[config.mk]
export PLATFORM = sky130hd
export DESIGN_NAME = p23_clint
export DESIGN_NICKNAME = d
export VERILOG_FILES = /design/src/rtl/p23_clint_pkg.sv /design/src/rtl/p23_clint_prescaler.sv /design/src/rtl/p23_clint.sv
export SDC_FILE = /design/constraint.sdc
export NUM_CORES = 1
export LEC_CHECK = 0
export BUFFER_PORTS_ARGS = -buffer_cell sky130_fd_sc_hd__buf_4
export CAP_MARGIN = 20
export CORE_ASPECT_RATIO = 0.5
export CORE_UTILIZATION = 40
export DETAILED_ROUTE_END_ITERATION = 12
export GPL_ROUTABILITY_DRIVEN = 0
export PLACE_DENSITY = 0.59
export SETUP_SLACK_MARGIN = 0.02
export SLEW_MARGIN = 25
export SYNTH_ARGS = -nofsm -noshare
export SYNTH_HDL_FRONTEND = slang
export SYNTH_SLANG_ARGS = --single-unit
[constraint.sdc]
create_clock -name clk -period 9.15 [get_ports clk]
set_clock_uncertainty 0.15 [all_clocks]
set_input_delay 1.83 -clock clk [delete_from_list [all_inputs] [get_ports clk]]
set_output_delay 1.83 -clock clk [all_outputs]
set_load 0.01 [all_outputs]
[src/rtl/p23_clint_pkg.sv]
// Shared constants and helpers for the core-local interruptor: register offsets,
// bus FSM states and byte-strobe merge.
package p23_clint_pkg;

    localparam logic [15:0] CLINT_MSIP        = 16'h0000;
    localparam logic [15:0] CLINT_MTIMECMP_LO = 16'h4000;
    localparam logic [15:0] CLINT_MTIMECMP_HI = 16'h4004;
    localparam logic [15:0] CLINT_MTIME_LO    = 16'hBFF8;
    localparam logic [15:0] CLINT_MTIME_HI    = 16'hBFFC;

    typedef enum logic {
        StIdle = 1'b0,
        StResp = 1'b1
    } bus_state_e;

    function automatic logic [31:0] apply_wstrb(input logic [31:0] old_val,
                                                input logic [31:0] wdata,
                                                input logic [3:0]  wstrb);
        logic [31:0] res;
        res = old_val;
        for (int i = 0; i < 4; i++) begin
            if (wstrb[i]) res[8*i +: 8] = wdata[8*i +: 8];
        end
        return res;
    endfunction

endpackage

[src/rtl/p23_clint_prescaler.sv]
// Timer prescaler: counts 0..TICK_DIV-1 and emits a one-cycle tick in the cycle
// the count wraps back to 0.
module p23_clint_prescaler #(
    parameter int unsigned TICK_DIV = 1
) (
    input  logic clk,
    input  logic reset,
    input  logic clear,
    output logic tick
);

    localparam logic [15:0] LAST = 16'(TICK_DIV - 1);

    logic [15:0] cnt_q, cnt_d;

    assign tick = (cnt_q == LAST);

    always_comb begin
        cnt_d = cnt_q + 16'd1;
        if (clear || tick) cnt_d = '0;
    end

    always_ff @(posedge clk or posedge reset) begin
        if (reset) cnt_q <= '0;
        else       cnt_q <= cnt_d;
    end

endmodule

[src/rtl/p23_clint.sv]
// Core-local interruptor: 64-bit mtime/mtimecmp, msip, and a two-state bus
// FSM that acknowledges every access exactly one cycle after it is seen.
module p23_clint
    import p23_clint_pkg::*;
#(
    parameter int unsigned TICK_DIV = 1
) (
    input  logic        clk,
    input  logic        reset,
    input  logic        mem_valid,
    output logic        mem_ready,
    input  logic [3:0]  mem_wstrb,
    input  logic [15:0] mem_addr,
    input  logic [31:0] mem_wdata,
    output logic [31:0] mem_rdata,
    output logic        irq_msip,
    output logic        irq_mtip
);

    bus_state_e  state_q, state_d;
    logic [63:0] mtime_q, mtime_d;
    logic [63:0] mtimecmp_q, mtimecmp_d;
    logic        msip_q, msip_d;
    logic [31:0] rdata_q, rdata_d;
    logic        mtip_q, mtip_d;
    logic        tick;
    logic        mtime_wr;
    logic [31:0] rd_word;
    logic [15:0] word_addr;
    logic        unused_addr_bits;

    assign word_addr        = {mem_addr[15:2], 2'b00};
    assign unused_addr_bits = ^mem_addr[1:0];

    p23_clint_prescaler #(
        .TICK_DIV (TICK_DIV)
    ) u_prescaler (
        .clk   (clk),
        .reset (reset),
        .clear (mtime_wr),
        .tick  (tick)
    );

    always_comb begin
        rd_word = '0;
        case (word_addr)
            CLINT_MSIP:        rd_word = {31'b0, msip_q};
            CLINT_MTIMECMP_LO: rd_word = mtimecmp_q[31:0];
            CLINT_MTIMECMP_HI: rd_word = mtimecmp_q[63:32];
            CLINT_MTIME_LO:    rd_word = mtime_q[31:0];
            CLINT_MTIME_HI:    rd_word = mtime_q[63:32];
            default:           rd_word = '0;
        endcase
    end

    // Bus writes are applied after the tick increment so a write to mtime wins.
    always_comb begin
        state_d    = state_q;
        msip_d     = msip_q;
        mtimecmp_d = mtimecmp_q;
        mtime_d    = tick ? mtime_q + 64'd1 : mtime_q;
        rdata_d    = rdata_q;
        mtime_wr   = 1'b0;
        unique case (state_q)
            StIdle: begin
                if (mem_valid) begin
                    state_d = StResp;
                    if (|mem_wstrb) begin
                        case (word_addr)
                            CLINT_MSIP: begin
                                if (mem_wstrb[0]) msip_d = mem_wdata[0];
                            end
                            CLINT_MTIMECMP_LO: mtimecmp_d[31:0] =
                                apply_wstrb(mtimecmp_q[31:0], mem_wdata, mem_wstrb);
                            CLINT_MTIMECMP_HI: mtimecmp_d[63:32] =
                                apply_wstrb(mtimecmp_q[63:32], mem_wdata, mem_wstrb);
                            CLINT_MTIME_LO: begin
                                mtime_d  = {mtime_q[63:32],
                                            apply_wstrb(mtime_q[31:0], mem_wdata, mem_wstrb)};
                                mtime_wr = 1'b1;
                            end
                            CLINT_MTIME_HI: begin
                                mtime_d  = {apply_wstrb(mtime_q[63:32], mem_wdata, mem_wstrb),
                                            mtime_q[31:0]};
                                mtime_wr = 1'b1;
                            end
                            default: ;
                        endcase
                    end else begin
                        rdata_d = rd_word;
                    end
                end
            end
            StResp: state_d = StIdle;
        endcase
    end

    assign mtip_d = (mtime_q >= mtimecmp_q);

    always_ff @(posedge clk or posedge reset) begin
        if (reset) begin
            state_q    <= StIdle;
            mtime_q    <= '0;
            mtimecmp_q <= '1;
            msip_q     <= 1'b0;
            rdata_q    <= '0;
            mtip_q     <= 1'b0;
        end else begin
            state_q    <= state_d;
            mtime_q    <= mtime_d;
            mtimecmp_q <= mtimecmp_d;
            msip_q     <= msip_d;
            rdata_q    <= rdata_d;
            mtip_q     <= mtip_d;
        end
    end

    assign mem_ready = (state_q == StResp);
    assign mem_rdata = rdata_q;
    assign irq_msip  = msip_q;
    assign irq_mtip  = mtip_q;

endmodule

==> summary.md <==
| Metric | Value |
|---|---|
| Syn avg cell area | 9.58 sq um |
| Clock latency on the worst-skew pair | 0.45 ns |
| RSZ-0062 raised after global routing | no |
| Vias | 9601 |
| Global-route wire length before repair | 53300 um |
| Clock period minus worst slack | 4.58 ns |
| CTS resizes | 0 |
| #FFs+latches synth | 179 |
| Max cap viols | 0 |
| Yosys top cell area share | 26.1% |
| Final Instance Area | 0.0126 sq mm |
| Setup TNS | 0 ns |
| Worst slew pin tran | 1.05 ns |
| DP Area | 0.0120 sq mm |
| Crit-path max FO | 46 |
| Fmax | 0.219 GHz |
| DR DRC count | 0 |
| Critical Path RT | 9.38 ns |
| Overall Power | 1810 uW |
| Root Buffer | clkbuf_16 |
| Most frequent cell after synthesis | nand2_1 |
| Synth top cells by count | nand2_1 (117), dfrtp_1 (115), mux2_2 (94), nor2_1 (85), inv_1 (79) |
| Initial Util | 41.3% |
| Gate Count Post-Synth | 1152 |
| Antenna-violating nets left | 0 |
| Nets | 1341 |
| Most frequent CP cell | buf_4 |
| PnR worst setup slack | 4.57 ns |
| Outcome | finished clean |
| GRT Total Usage | 24.4% |
| Vias in the first global route | 9334 |
| Tcrit/Tclk final | 50.0% |
| Post-synth top area cell | dfrtp_1 |
| Mapped cell area | 0.0110 sq mm |
| Initial antenna violation count | 0 |
| Antenna diodes | 0 |
| Setup bufs post-CTS | 0 |
| Initial DRC Count | 1107 |
| CTS Buf Count | 17 |
| Hold_buf cts | 0 |
| Crit start category | input port |
| Core box area | 0.0267 sq mm |
| CTS H-Tree Depth | 4 |
| Leak pwr | 0.00520 uW |
| Final setup viols | 0 |
| Async SR Flop Fraction | 100% |
| Die Y | 119 um |
| Wire per inst | 21.1 um |
| PortBufs | 87 |
| Sink Count | 179 |
| Pin count of the biggest net entering global routing | 71 |
| Post-synthesis net count | 1274 |
| Synth cell types | 74 |
| Post-synth EDFFs | 0 |
| Total gr overflow | 0 |
| Final Hold Viols | 0 |
| Place WS | 4.19 ns |
| Ratio of cells with drive above 1 in the final layout | 24.8% |
| Slew headroom | 29.4% |
| DRT Wirelength | 33500 um |
| Final slew viol count | 0 |
| Critical Path AT | 4.80 ns |
| Die ar. | 0.0283 sq mm |
| Hold crit path type | flip-flop to flip-flop |
| CTS tree | built |
| Slowest cell on the critical path | and3_1 |
| Sequential fraction of the synthesis area | 41.3% |
| Top_reg_cell synth | dfrtp_1 |
| Warnings from Yosys | 0 |
| Synth area leaders | dfrtp_1 (26%), dfstp_2 (15%), mux2_2 (9.6%) |
| Crit path cell chain | buf_4, inv_1, and3_1, buf_4, nand3_1, mux2_2 |
| P&R area growth vs syn | 14.4% |
| Post-DP HPWL | 24100 um |
| Io pins | 90 |
| Via density | 6.06 |
| PD cells | 143 mW/mm^2 |
| Crit end category | flip-flop |
| Clk pin slew, worst setup/hold paths | 0.06 ns |
| Die X | 237 um |
| Clk buf depth | 2 |
| VDD IR max | 0.000130 V |
| Critical setup path kind | input port to flip-flop |
| Cell row count | 42 |
| First drt pass iteration count | 9 |
| CP peak stage delay | 0.70 ns |
cell families (layout without fill, tap and decap cells):
family          count (synthesis)  in the layout  synth area share [%]
simple gates                  430            430                  20.3
xor+xnor                       16             16                  1.27
flops                         179            179                  41.3
mux                            99             99                  10.0
fa+ha+maj                      67             67                  7.59
compound gates                231            231                  14.9
buf+inv                       130            210                  4.58
critical path: cells and delay by family:
| kind | cells | cell delay (ns) |
|---|---|---|
| buffers and inverters | 3 | 1.26 |
| AND/OR/NAND/NOR | 2 | 1.21 |
| multiplexers | 1 | 0.45 |
worst paths after layout:
check | depth (start not counted) | startpoint | end | slack, ns
min reg2reg | 2 | mem_rdata[25]$_DFFE_PP0P_ | mem_rdata[25]$_DFFE_PP0P_ | 0.33
max | 6 | mem_addr[2] | mtimecmp_q[4]$_DFFE_PP1P_ | 4.57
min | 2 | mem_rdata[25]$_DFFE_PP0P_ | mem_rdata[25]$_DFFE_PP0P_ | 0.33
min in group asynchronous | 2 | reset | u_prescaler.cnt_q[13]$_DFF_PP0_ | 1.31
max reg2reg | 8 | u_prescaler.cnt_q[0]$_DFF_PP0_ | mtime_q[22]$_DFFE_PP0P_ | 5.79
max in group asynchronous | 3 | reset | mem_rdata[27]$_DFFE_PP0P_ | 6.15
routing by layer:
metal / share of wire [%] / global-route usage, %
met3: 7.1 / 4.27
met4: 1.5 / 6.37
met5: 0 / 0
met1: 49 / 36.6
met2: 43 / 35.8
through the flow:
step	utilization, %	hold slack, ns	instances
3_5_place_dp	45.0	0.322	1552
4_1_cts	47.2	0.339	1584
5_1_grt	47.2	0.365	1584
2_1_floorplan	-	0.318	1152
3_3_place_gp	45.0	0.316	1552
6_report	47.2	0.330	1584
placed cells by master (no fill, tap or decap), drive strengths merged, types with 40 or more instances in the layout:
| cell | synthesis | final |
|---|---|---|
| buf | 10 | 99 |
| dfrtp | 115 | 115 |
| dfstp | 64 | 64 |
| ha | 67 | 67 |
| inv | 79 | 81 |
| mux2 | 94 | 94 |
| nand2 | 117 | 117 |
| nand3 | 47 | 47 |
| nand4 | 40 | 40 |
| nor2 | 86 | 86 |
| nor3 | 42 | 42 |
| o21ai | 51 | 51 |
sequential cells by signal, summed over array words and instances (netlist names):
register and cells:
mtime_q 64, mtimecmp_q 64, irq_mtip 1, mem_ready 1, mem_rdata 32, u_prescaler.cnt_q 16
irq_msip 1
power breakdown:
group	switching [uW]	total (uW)	leakage (uW)	internal, uW
combinational	116	195	0.00279	79.5
clock	328	755	0.000275	426
sequential	40.5	855	0.00214	814
final cells by class:
type | count | area (sq um)
multi-input cells | 843 | 6000
clock buffers | 25 | 485
fillers | 2522 | 14100
flip-flops and latches | 179 | 4560
inverters | 79 | 302
repair buffers | 99 | 743
well taps | 352 | 440
clock inverters | 7 | 100
Power figures use the tool's default switching activity.
